===== config.mk =====
export PLATFORM = sky130hd
export DESIGN_NAME = adc_sample_conditioner
export DESIGN_NICKNAME = d
export VERILOG_FILES = /design/src/rtl/adc_sample_conditioner.sv
export SDC_FILE = /design/constraint.sdc
export NUM_CORES = 1
export LEC_CHECK = 0
export BUFFER_PORTS_ARGS = -buffer_cell sky130_fd_sc_hd__buf_2
export CORE_ASPECT_RATIO = 0.7
export CORE_MARGIN = 3
export CORE_UTILIZATION = 50
export DETAILED_ROUTE_END_ITERATION = 10
export GPL_ROUTABILITY_DRIVEN = 0
export GPL_TIMING_DRIVEN = 0
export PLACE_DENSITY = 0.77
export SLEW_MARGIN = 40
export SYNTH_ARGS = -nofsm -noshare
export SYNTH_HDL_FRONTEND = slang
export SYNTH_SLANG_ARGS = --single-unit

===== constraint.sdc =====
create_clock -name clk -period 4.75 [get_ports clk]
set_clock_uncertainty 0.05 [all_clocks]
set_input_delay 0.95 -clock clk [delete_from_list [all_inputs] [get_ports clk]]
set_output_delay 0.95 -clock clk [all_outputs]
set_load 0.02 [all_outputs]

===== src/rtl/adc_sample_conditioner.sv =====
// adc_sample_conditioner: turns the unsigned sigma-delta decimator word into a
// signed, saturated sample and buffers it in a first-word-fall-through FIFO.
// Optional feature macro: ADC_COND_DCBLOCK_EN inserts a one-pole DC blocker
// between conversion and saturation, adding one cycle of latency.
//
// Handshake: a sample transfers on any clk edge where out_valid and out_ready
// are both high; out_data is held stable while out_valid is high and out_ready
// is low. adc_valid is a one-cycle strobe with no back-pressure, so samples
// that arrive while the FIFO is full (and nothing pops) are counted and dropped.
module adc_sample_conditioner #(
  parameter int WDTH  = 18,
  parameter int OUT_W = 16,
  parameter int DEPTH = 8,
  parameter int DCB_K = 10
) (
  input  logic                    clk,
  input  logic                    rst,
  input  logic [WDTH-1:0]         adc_output,
  input  logic                    adc_valid,
  output logic signed [OUT_W-1:0] out_data,
  output logic                    out_valid,
  input  logic                    out_ready,
  output logic [7:0]              drop_cnt,
  output logic                    sat_flag
);
  localparam int SW = WDTH + 1;         // signed width of the offset-removed sample
  localparam int SH = WDTH - 2 - OUT_W; // shift from full-scale code to OUT_W
  localparam int AW = $clog2(DEPTH);
  localparam int PW = AW + 1;           // one extra bit separates full from empty
  localparam logic [WDTH-1:0] HALF = WDTH'(2 ** (WDTH - 3));

  if ((WDTH - 2 < OUT_W) || (DEPTH < 2) || ((DEPTH & (DEPTH - 1)) != 0) || (DCB_K < 1)) begin : g_bad_params
    $error("adc_sample_conditioner: illegal parameter combination");
  end

  // Remove the mid-scale offset; the all-ones wrap artifact maps to mid-scale.
  logic [WDTH-1:0]      x_fix;
  logic signed [SW-1:0] s_full;
  logic signed [SW-1:0] s_conv;
  always_comb begin
    x_fix  = (&adc_output) ? HALF : adc_output;
    s_full = $signed({1'b0, x_fix}) - $signed({1'b0, HALF});
    s_conv = s_full >>> SH;
  end

`ifdef ADC_COND_DCBLOCK_EN
  localparam int PRE_W = OUT_W + DCB_K + 2;
`else
  localparam int PRE_W = SW;
`endif
  localparam logic signed [PRE_W-1:0] PRE_MAX = PRE_W'(2 ** (OUT_W - 1) - 1);
  localparam logic signed [PRE_W-1:0] PRE_MIN = PRE_W'(-(2 ** (OUT_W - 1)));

  logic signed [PRE_W-1:0] pre;
  logic signed [OUT_W-1:0] sat_val;
  logic                    clip;
  logic                    sat_set;
  logic                    push;
  logic signed [OUT_W-1:0] push_data;

  // Clamp the pre-saturation value into the OUT_W signed range.
  always_comb begin
    clip    = 1'b0;
    sat_val = pre[OUT_W-1:0];
    if (pre > PRE_MAX) begin
      clip    = 1'b1;
      sat_val = PRE_MAX[OUT_W-1:0];
    end else if (pre < PRE_MIN) begin
      clip    = 1'b1;
      sat_val = PRE_MIN[OUT_W-1:0];
    end
  end

`ifdef ADC_COND_DCBLOCK_EN
  // y is kept with DCB_K fractional bits so the leak term keeps decaying
  // the output all the way down to the last LSB.
  logic                    s_valid;
  logic signed [SW-1:0]    s_q;
  logic signed [SW-1:0]    s_prev;
  logic signed [PRE_W-1:0] y_q;
  logic signed [PRE_W-1:0] y_next;
  logic signed [PRE_W-1:0] diff;
  logic                    dc_valid;
  logic signed [OUT_W-1:0] dc_data;

  // Conversion stage: register the offset-removed sample.
  always_ff @(posedge clk) begin
    if (rst) begin
      s_valid <= 1'b0;
      s_q     <= '0;
    end else begin
      s_valid <= adc_valid;
      if (adc_valid) s_q <= s_conv;
    end
  end

  // Blocker recurrence evaluated on the registered sample.
  always_comb begin
    diff   = PRE_W'(s_q) - PRE_W'(s_prev);
    y_next = (diff <<< DCB_K) + y_q - (y_q >>> DCB_K);
    pre    = y_next >>> DCB_K;
  end

  assign sat_set = s_valid & clip;

  // Blocker stage: state advances only on valid samples.
  always_ff @(posedge clk) begin
    if (rst) begin
      dc_valid <= 1'b0;
      dc_data  <= '0;
      y_q      <= '0;
      s_prev   <= '0;
    end else begin
      dc_valid <= s_valid;
      if (s_valid) begin
        y_q     <= y_next;
        s_prev  <= s_q;
        dc_data <= sat_val;
      end
    end
  end

  assign push      = dc_valid;
  assign push_data = dc_data;
`else
  logic                    conv_valid;
  logic signed [OUT_W-1:0] conv_data;

  assign pre     = s_conv;
  assign sat_set = adc_valid & clip;

  // Conversion stage: register the saturated sample.
  always_ff @(posedge clk) begin
    if (rst) begin
      conv_valid <= 1'b0;
      conv_data  <= '0;
    end else begin
      conv_valid <= adc_valid;
      if (adc_valid) conv_data <= sat_val;
    end
  end

  assign push      = conv_valid;
  assign push_data = conv_data;
`endif

  logic signed [OUT_W-1:0] mem [DEPTH];
  logic [PW-1:0] wr_ptr, rd_ptr, wr_next, rd_next, count;
  logic          full, pop, do_write, drop;

  // FIFO control: a pop frees the slot a same-cycle write into a full FIFO needs.
  always_comb begin
    count    = wr_ptr - rd_ptr;
    full     = (count == PW'(DEPTH));
    pop      = out_valid & out_ready;
    do_write = push & (~full | pop);
    drop     = push & full & ~pop;
    wr_next  = wr_ptr + PW'(do_write);
    rd_next  = rd_ptr + PW'(pop);
  end

  // Sample storage.
  always_ff @(posedge clk) begin
    if (!rst && do_write) mem[wr_ptr[AW-1:0]] <= push_data;
  end

  // Pointers, registered head-of-queue output and status counters.
  always_ff @(posedge clk) begin
    if (rst) begin
      wr_ptr    <= '0;
      rd_ptr    <= '0;
      out_valid <= 1'b0;
      out_data  <= '0;
      drop_cnt  <= '0;
      sat_flag  <= 1'b0;
    end else begin
      wr_ptr    <= wr_next;
      rd_ptr    <= rd_next;
      out_valid <= (wr_next != rd_next);
      // A write landing at the next head slot bypasses the memory.
      if (do_write && (wr_ptr == rd_next)) out_data <= push_data;
      else                                 out_data <= mem[rd_next[AW-1:0]];
      if (drop && (drop_cnt != 8'hFF)) drop_cnt <= drop_cnt + 8'd1;
      if (sat_set) sat_flag <= 1'b1;
    end
  end

endmodule


==> reports/qor.yml, run 1 <==
pwr:
  swShare: 0.247
  switchingPower_mw: 0.908
  peakVddDrop_v: 0.000284
  internal_power_mw: 2.77
  p_clk_frac: 0.385
  p_seq_frac: 0.486
  p_leak_nw: 2.92
  p_per_area_nw_per_um2: 436
  p_comb_frac: 0.130
setup_path:
  worstReg2RegEnd: "mem[4][9]"
  critical_path_class: "input port to register"
  crit_end: "out_data[12]"
  crit_path_frequent_cell: "ha_1"
  worstSetupStartpoint: "out_ready"
  cpMaxStageDelayCell: "buf_1"
  r2r_slack_ns: 1.36
  crit_cells: 11
  crit_path_start_kind: "input port"
  worstPathRequired_ns: 5.01
  ff2ff_path_depth: 11
  r2r-start: "wr_ptr[0]"
  endpoint_kind: "register"
  crit_fanout: 10
  crit_path_max_incr_delay_ns: 0.66
  worstPathCellList: "buf_2 -> nand2_1 -> inv_1 -> ha_1 -> ha_1 -> clkbuf_1 -> buf_1 -> mux4_2 -> mux2i_1 -> o21ai_0 -> o311a_1"
  crit_family: "buffers and inverters"
  arrival_ns: 3.71
  path_buf_inv: 4
cts:
  post_cts_buffers: 0
  tritoncts: "built"
  cts.sinks: 179
  holdBufCountCts: 0
  clock_path_buffers: 2
  ctsResizeCount: 0
  insertion_delay_ns: 0.42
  path_clk_slew_ns: 0.07
  root_buffer: "clkbuf_16"
  h-tree-depth: 4
  cts_buffers: 17
synthesis:
  ys_seq_elements: 179
  synth_fp_nets: 463
  synthDistinctLibCells: 44
  yosysSeqAreaShare: 0.677
  synth_edf_count: 128
  syn-cell-area_um2: 7180
  synthArstFlopShare: 0
  synth_flop_cell: "edfxtp_1"
  synth.avg_cell_area_um2: 16.7
  yosys_warnings: 0
  synthCells: 431
floorplan:
  ioPinCount: 48
  dieArea_um2: 15900
  start_util: 0.529
  die_h_um: 106
  row_count: 35
  die_w_um: 149
  core_area_um2: 13600
detailed_routing:
  drc: 0
  dr.first_iter.drc_count: 538
  wirelength_mm: 16.5
  drtPass1Iterations: 5
  via_count: 4388
  viasPerCell: 6.11
  antenna_left: 0
  routedWlPerCell_um: 23.0
hold_path:
  holdCritPathClass: "register to register"
  hold_start: "sat_flag"
finish:
  final-seq-area_um2: 4860
  drive_above_1_share: 0.323
  nFillCells: 987
  multi_input_area_um2: 2220
  layout.cells.most_common: "edfxtp_1"
  final_cell_mix: "edfxtp_1 (128), buf_2 (71), dfxtp_1 (51)"
  area_growth_pct: 17.5
  final_cells: 718
  fin_area_um2: 8440
  nets: 551
sta:
  whs_ns: 0.459
  relSlewSlack: 0.468
  fin_crit_sh: 0.727
  hold_viol: 0
  fmax_ghz: 0.290
  finalSetupViolCount: 0
  fin_crit_ns: 3.45
  report.final.slew_viol_count: 0
  rsz0062_at_grt: "false"
  tightest_slew_ns: 0.798
status:
  outcome: "finished, final reports clean"
global_route:
  grt_pass1_wl_mm: 25.3
  track_usage: 0.218
  antenna_found_initial: 1
  grt_pass1_vias: 4293
  grt_max_degree: 17
  overflow: 0
place:
  placed_area_um2: 7850
  port_buffers: 47
  place_inst: 685
  dp.final_hpwl_mm: 11.4
flow_run:
  drv_cap: 0
==> cell type report <==
| type | count | share of cell area |
|---|---|---|
| inverter | 8 | 0.00356 |
| sequential | 179 | 0.576 |
| buffer | 29 | 0.0150 |
| tap | 185 | 0.0274 |
| clock inverter | 13 | 0.0190 |
| clock buffer | 19 | 0.0513 |
| multi-input combinational | 215 | 0.263 |
| timing repair buffer | 69 | 0.0442 |
| antenna | 1 | 0.000296 |
==> layer usage <==
| layer | part of all wire | vias up | GRT usage |
|---|---|---|---|
| met4 | 0.022 | 0 | 0.0843 |
| met5 | 0 | - | 0 |
| li1 | - | 1918 | - |
| met2 | 0.48 | 231 | 0.339 |
| met3 | 0.081 | 34 | 0.0520 |
| met1 | 0.42 | 2205 | 0.299 |
==> cell usage after synthesis (2+ instances only) <==
cell / instances / area [um^2]
a21oi_1: 4 / 20.0
a221o_2: 15 / 169
and2_1: 4 / 25.0
buf_1: 3 / 11.3
buf_2: 7 / 35.0
clkbuf_1: 18 / 67.6
dfxtp_1: 51 / 1020
edfxtp_1: 128 / 3840
ha_1: 10 / 125
inv_1: 8 / 30.0
mux2_2: 3 / 33.8
mux2i_1: 16 / 160
mux4_2: 32 / 721
nand2_1: 13 / 48.8
nand3_1: 6 / 30.0
nand4_1: 8 / 50.1
nor2_1: 12 / 45.0
nor2b_1: 8 / 50.1
nor3_1: 3 / 15.0
nor3b_1: 2 / 15.0
nor4_1: 5 / 31.3
nor4b_1: 2 / 17.5
o21ai_0: 19 / 95.1
o311a_1: 16 / 160
o31ai_1: 3 / 22.5
o41ai_1: 2 / 17.5
or4_1: 6 / 45.0
xnor2_1: 9 / 78.8
xor2_1: 3 / 26.3
==> metrics by stage <==
stage	power (mW)	setup TNS, ns	worst slack (ns)	utilization
6_report	3.68	0	1.30	0.622
5_1_grt	3.81	0	1.20	0.622
4_1_cts	3.70	0	1.32	0.622
3_5_place_dp	2.30	0	0.900	0.578
3_3_place_gp	2.27	-52.63	-0.964	0.564
2_1_floorplan	2.14	0	0.889	-
==> power groups by stage <==
stage | combinational [mW] | clock [mW] | sequential (mW)
2_1_floorplan | 0.297 | 0 | 1.84
3_3_place_gp | 0.457 | 0 | 1.82
3_5_place_dp | 0.472 | 0 | 1.82
4_1_cts | 0.475 | 1.43 | 1.79
5_1_grt | 0.514 | 1.50 | 1.80
6_report | 0.477 | 1.42 | 1.79
==> flip-flops by register name, summed over array words and instances, names as in the netlist, 4 cells and up <==
register / cells
drop_cnt: 8
out_data: 16
conv_data: 16
rd_ptr: 4
mem: 128
wr_ptr: 4
==> kinds of logic after synthesis <==
kind of cell,after synthesis,share of synthesized area
compound gates,68,0.0794
simple gates,72,0.0554
buf+inv,37,0.0216
xor+xnor,14,0.0216
flops,179,0.677
fa+ha+maj,10,0.0174
mux,51,0.127
==> worst min path at each step <==
| stage | endpoint | slack [ns] | cells after the start |
|---|---|---|---|
| floorplan | rd_ptr[3] | 0.47 | 2 |
| global placement | drop_cnt[6] | 0.44 | 2 |
| detailed placement | sat_flag | 0.46 | 1 |
| CTS | sat_flag | 0.47 | 1 |
| global route | sat_flag | 0.47 | 1 |
| finish | sat_flag | 0.46 | 1 |
Power figures use the tool's default switching activity.
==> run 2, diff against run 1 <==
Settings changed: ABC_AREA from default to 1, PLACE_DENSITY 0.77 to 0.79.
Clock period 4.75 ns to 2.79 ns, I/O delays scaled along.
==> reports/qor.yml, run 2 <==
finish:
  final_util: 0.610
  layout.cells.most_common: "nor2_1"
  drive_above_1_share: 0.178
  nets: 864
  area_growth_pct: 18.3
  final_cell_mix: "nor2_1 (153), edfxtp_1 (128), nand2_1 (97)"
  largest_reg_flops: 128
  antenna_cells: 0
synthesis:
  synth_edf_count: 128
  synthArstFlopShare: 0
  syn-cell-area_um2: 7640
  synth_top_area_share: 0.503
  yosys-top-cells-count: "nor2_1 (163), edfxtp_1 (128), nand2_1 (98)"
  synth_area_leaders: "edfxtp_1 (50%), dfxtp_1 (13%), nor2_1 (8.0%), nand2_1 (4.8%), o21ai_0 (4.3%)"
  synthCells: 753
  ys_seq_elements: 179
  synth_flop_cell: "edfxtp_1"
  synth.avg_cell_area_um2: 10.2
  synth.most_common_cell: "nor2_1"
  yosysSeqAreaShare: 0.636
  yosys_warnings: 0
  synthDistinctLibCells: 29
  synth_fp_nets: 785
  yosysTopAreaCell: "edfxtp_1"
sta:
  fmax_ghz: 0.381
  finalSetupViolCount: 0
  hold_viol: 0
  report.final.slew_viol_count: 0
  fin_crit_sh: 0.941
  tightest_slew_ns: 0.734
  relSlewSlack: 0.510
  fin_crit_ns: 2.63
  whs_ns: 0.404
setup_path:
  worstSetupStartpoint: "out_valid"
  crit_path_start_kind: "register"
  crit_end: "out_data[12]"
  r2r_slack_ns: 0.16
  endpoint_kind: "register"
  ff2ff_path_depth: 11
  r2r-start: "out_valid"
  crit_fanout: 10
  arrival_ns: 2.91
  worstReg2RegEnd: "out_data[12]"
  critical_path_class: "register to register"
  worstPathRequired_ns: 3.08
detailed_routing:
  viasPerCell: 5.53
  drc: 0
  via_count: 5756
  routedWlPerCell_um: 18.4
  drtPass1Iterations: 6
  dr.first_iter.drc_count: 599
  antenna_left: 0
  wirelength_mm: 19.1
hold_path:
  holdCritPathClass: "register to register"
  min_delay_path_depth: 2
cts:
  h-tree-depth: 4
  root_buffer: "clkbuf_16"
  insertion_delay_ns: 0.43
  cts_buffers: 17
  tritoncts: "built"
  path_clk_slew_ns: 0.06
  cts.sinks: 179
  holdBufCountCts: 0
  clock_path_buffers: 2
floorplan:
  core_area_um2: 14800
  dieArea_um2: 16800
  start_util: 0.516
  die_w_um: 154
  ioPinCount: 48
  row_count: 37
  die_h_um: 109
global_route:
  grt_pass1_vias: 5582
  grt_pass1_wl_mm: 30.3
  overflow: 0
  grt_max_degree: 17
  antenna_found_initial: 0
  track_usage: 0.237
pwr:
  p_leak_nw: 3.59
  p_per_area_nw_per_um2: 777
  peakVddDrop_v: 0.000510
place:
  port_buffers: 45
  dp.final_hpwl_mm: 11.9
status:
  outcome: "finished, final reports clean"
flow_run:
  drv_cap: 0
[run 2: power breakdown]
group | internal (mW) | switching (mW) | total, mW
Sequential | 2.97 | 0.0839 | 3.06
Clock | 1.52 | 0.992 | 2.51
Combinational | 0.477 | 0.980 | 1.46
Total | 4.97 | 2.06 | 7.02
[run 2: final cells by class]
class / count / area [um^2]
Buffer: 36 / 174
Clock buffer: 18 / 439
Clock inverter: 14 / 184
Fill cell: 1165 / 5770
Inverter: 62 / 233
Multi-Input combinational cell: 475 / 2470
Sequential cell: 179 / 4870
Tap cell: 195 / 244
Timing Repair Buffer: 61 / 424
[run 2: metrics by stage]
step	cells	cell area (um^2)	total power, mW	worst slack (ns)	setup TNS [ns]
floorplan	753	7640	4.03	0.150	0
global placement	993	8110	4.46	-0.684	-76.90
detailed placement	994	8180	4.50	-0.320	-5.99
CTS	1041	9000	6.98	0.0453	0
global route	1040	9040	7.33	-0.0158	-0.0158
finish	1040	9040	7.02	0.165	0
[run 2: routing by layer]
metal  share of wire  track usage  wire length [um]  vias to the layer above
met5               0            0                 0                        -
met4           0.018       0.0693               345                        0
met3            0.10       0.0566              1970                       40
met2            0.45        0.376              8590                      312
met1            0.43        0.331              8220                     2692
li1                -            -                 -                     2712
[run 2: worst min-delay path by stage]
stage | slack (ns) | start | endpoint
2_1_floorplan | 0.48 | wr_ptr[3] | wr_ptr[3]
3_3_place_gp | 0.39 | sat_flag | sat_flag
3_5_place_dp | 0.39 | sat_flag | sat_flag
4_1_cts | 0.40 | sat_flag | sat_flag
5_1_grt | 0.44 | sat_flag | sat_flag
6_report | 0.40 | sat_flag | sat_flag
[run 2: logic make-up after synthesis]
logic type	Yosys count	share of synthesized area
fa+ha+maj	10	0.0164
simple gates	306	0.162
xor+xnor	15	0.0196
buf+inv	99	0.0525
compound gates	128	0.0895
mux	16	0.0236
flops	179	0.636
[run 2: timing repair]
item,in CTS,in global routing
endpoints found under the setup margin,119,141
hold endpoints to repair,0,0
resized for setup,1,24
buffers inserted,15,0
pin swaps,8,1
[run 2: worst max-delay path, cell delays in order (launching register included)]
cell and delay, ns:
dfxtp_1 0.31, nand2_1 0.08, inv_1 0.06, ha_1 0.21, ha_1 0.25, xnor2_4 0.44
xor2_1 0.28, nor3_2 0.07, nand3_2 0.16, buf_2 0.34, nor2_1 0.08, nor2_1 0.21
==> run 3, diff against run 2 <==
Settings changed: PLACE_DENSITY 0.79 to 0.77.
Clock period 2.79 ns to 2.68 ns, I/O delays scaled along.
==> reports/qor.yml, run 3 (synthesis gave the netlist of run 2 again) <==
status:
  outcome: "finished, final reports clean"
detailed_routing:
  routedWlPerCell_um: 18.7
  wirelength_mm: 19.4
  dr.first_iter.drc_count: 693
  drc: 0
  via_count: 5788
  viasPerCell: 5.56
  antenna_left: 0
  drtPass1Iterations: 5
pwr:
  p_leak_nw: 3.61
  peakVddDrop_v: 0.000444
  finalPower_mw: 7.21
  p_per_area_nw_per_um2: 791
hold_path:
  holdCritPathClass: "input port to register"
finish:
  nFillCells: 1185
  final_util: 0.615
  area_growth_pct: 19.2
  largest_reg_flops: 128
  drive_above_1_share: 0.190
  layout.cells.most_common: "nor2_1"
  antenna_cells: 0
  fin_area_um2: 9110
  final_cell_mix: "nor2_1 (154), edfxtp_1 (128), nand2_1 (95)"
  multi_input_area_um2: 2510
  final-seq-area_um2: 4870
  nets: 865
floorplan:
  dieArea_um2: 16800
  start_util: 0.516
  die_h_um: 109
  die_w_um: 154
  ioPinCount: 48
  core_area_um2: 14800
  row_count: 37
setup_path:
  arrival_ns: 2.65
  worstReg2RegEnd: "mem[7][4]"
  r2r-start: "wr_ptr[0]"
  r2r_slack_ns: 0.12
  worstPathRequired_ns: 2.77
  endpoint_kind: "register"
  worstSetupStartpoint: "wr_ptr[0]"
  crit_path_start_kind: "register"
  ff2ff_path_depth: 13
  critical_path_class: "register to register"
  crit_path_max_incr_delay_ns: 0.38
  crit_fanout: 9
  cpMaxStageDelayCell: "dfxtp_2"
  worstPathCellList: "inv_1 -> ha_1 -> inv_1 -> nand2_1 -> nand2_2 -> xor2_2 -> nor2_1 -> nand3_1 -> nand2_1 -> nor2_1 -> nand2_2 -> nor2_4 -> buf_8"
  crit_end: "mem[7][4]"
global_route:
  antenna_found_initial: 0
  grt_use_met1: 0.346
  track_usage: 0.236
  grt_pass1_wl_mm: 30.0
  overflow: 0
  top_usage_layer: "met2"
  use_met2: 0.351
  grtUsageMet3: 0.0559
  grt_max_degree: 17
  grt_pass1_vias: 5459
sta:
  hold_viol: 0
  whs_ns: 0.402
  report.final.slew_viol_count: 0
  tightest_slew_ns: 0.730
  fin_crit_ns: 2.56
  fin_crit_sh: 0.956
  finalSetupViolCount: 0
  fmax_ghz: 0.390
  tns_ns: 0
  relSlewSlack: 0.513
cts:
  tritoncts: "built"
  path_clk_slew_ns: 0.06
  cts_buffers: 17
  insertion_delay_ns: 0.43
  clock_path_buffers: 2
  h-tree-depth: 4
  root_buffer: "clkbuf_16"
  cts.sinks: 179
  holdBufCountCts: 0
place:
  placed_area_um2: 8220
  dp.final_hpwl_mm: 12.2
  port_buffers: 45
flow_run:
  drv_cap: 0
-- run 3: area by class of cell --
class                           count  share of cell area
Clock buffer                       22              0.0544
Inverter                           62              0.0260
Clock inverter                     10              0.0106
Buffer                             36              0.0199
Timing Repair Buffer               62              0.0522
Tap cell                          195              0.0268
Sequential cell                   179               0.535
Multi-Input combinational cell    475               0.275
-- run 3: worst max-delay path: cells and delay by family (launching register included) --
family / cells / cell delay, ns
and+or+nand+nor: 8 / 1.06
DFF: 1 / 0.38
buffers and inverters: 3 / 0.34
xor gates and xnor gates: 1 / 0.23
adders and majority gates: 1 / 0.20
-- run 3: power breakdown --
part | internal [mW] | total (mW) | leakage [nW] | switching, mW
Clock | 1.42 | 2.48 | 0.296 | 1.06
Combinational | 0.513 | 1.54 | 1.73 | 1.03
Sequential | 3.09 | 3.19 | 1.59 | 0.0916
-- run 3: metrics by stage --
step           cells  setup slack, ns
6_report        1041            0.119
4_1_cts         1039           0.0130
5_1_grt         1041          -0.0917
3_3_place_gp     993           -0.813
3_5_place_dp     996           -0.399
2_1_floorplan    753           0.0399
-- run 3: routing by layer --
| metal | up-vias | part of all wire |
|---|---|---|
| met3 | 31 | 0.098 |
| li1 | 2718 | - |
| met4 | 0 | 0.017 |
| met2 | 300 | 0.44 |
| met1 | 2739 | 0.44 |
| met5 | - | 0 |
-- run 3: timing repair --
item | CTS | global route
pin swaps | 7 | 2
gates resized for setup | 5 | 33
setup endpoints to repair | 119 | 151
setup buffers | 11 | 3
-- run 3: how the worst min path moves through the flow --
stage	from	endpoint	slack, ns	cells past startpoint
floorplan	wr_ptr[3]	wr_ptr[3]	0.48	2
global placement	sat_flag	sat_flag	0.39	2
detailed placement	sat_flag	sat_flag	0.40	2
CTS	adc_output[0]	conv_data[0]	0.39	5
global route	adc_output[3]	conv_data[3]	0.42	5
finish	adc_output[3]	conv_data[3]	0.40	5
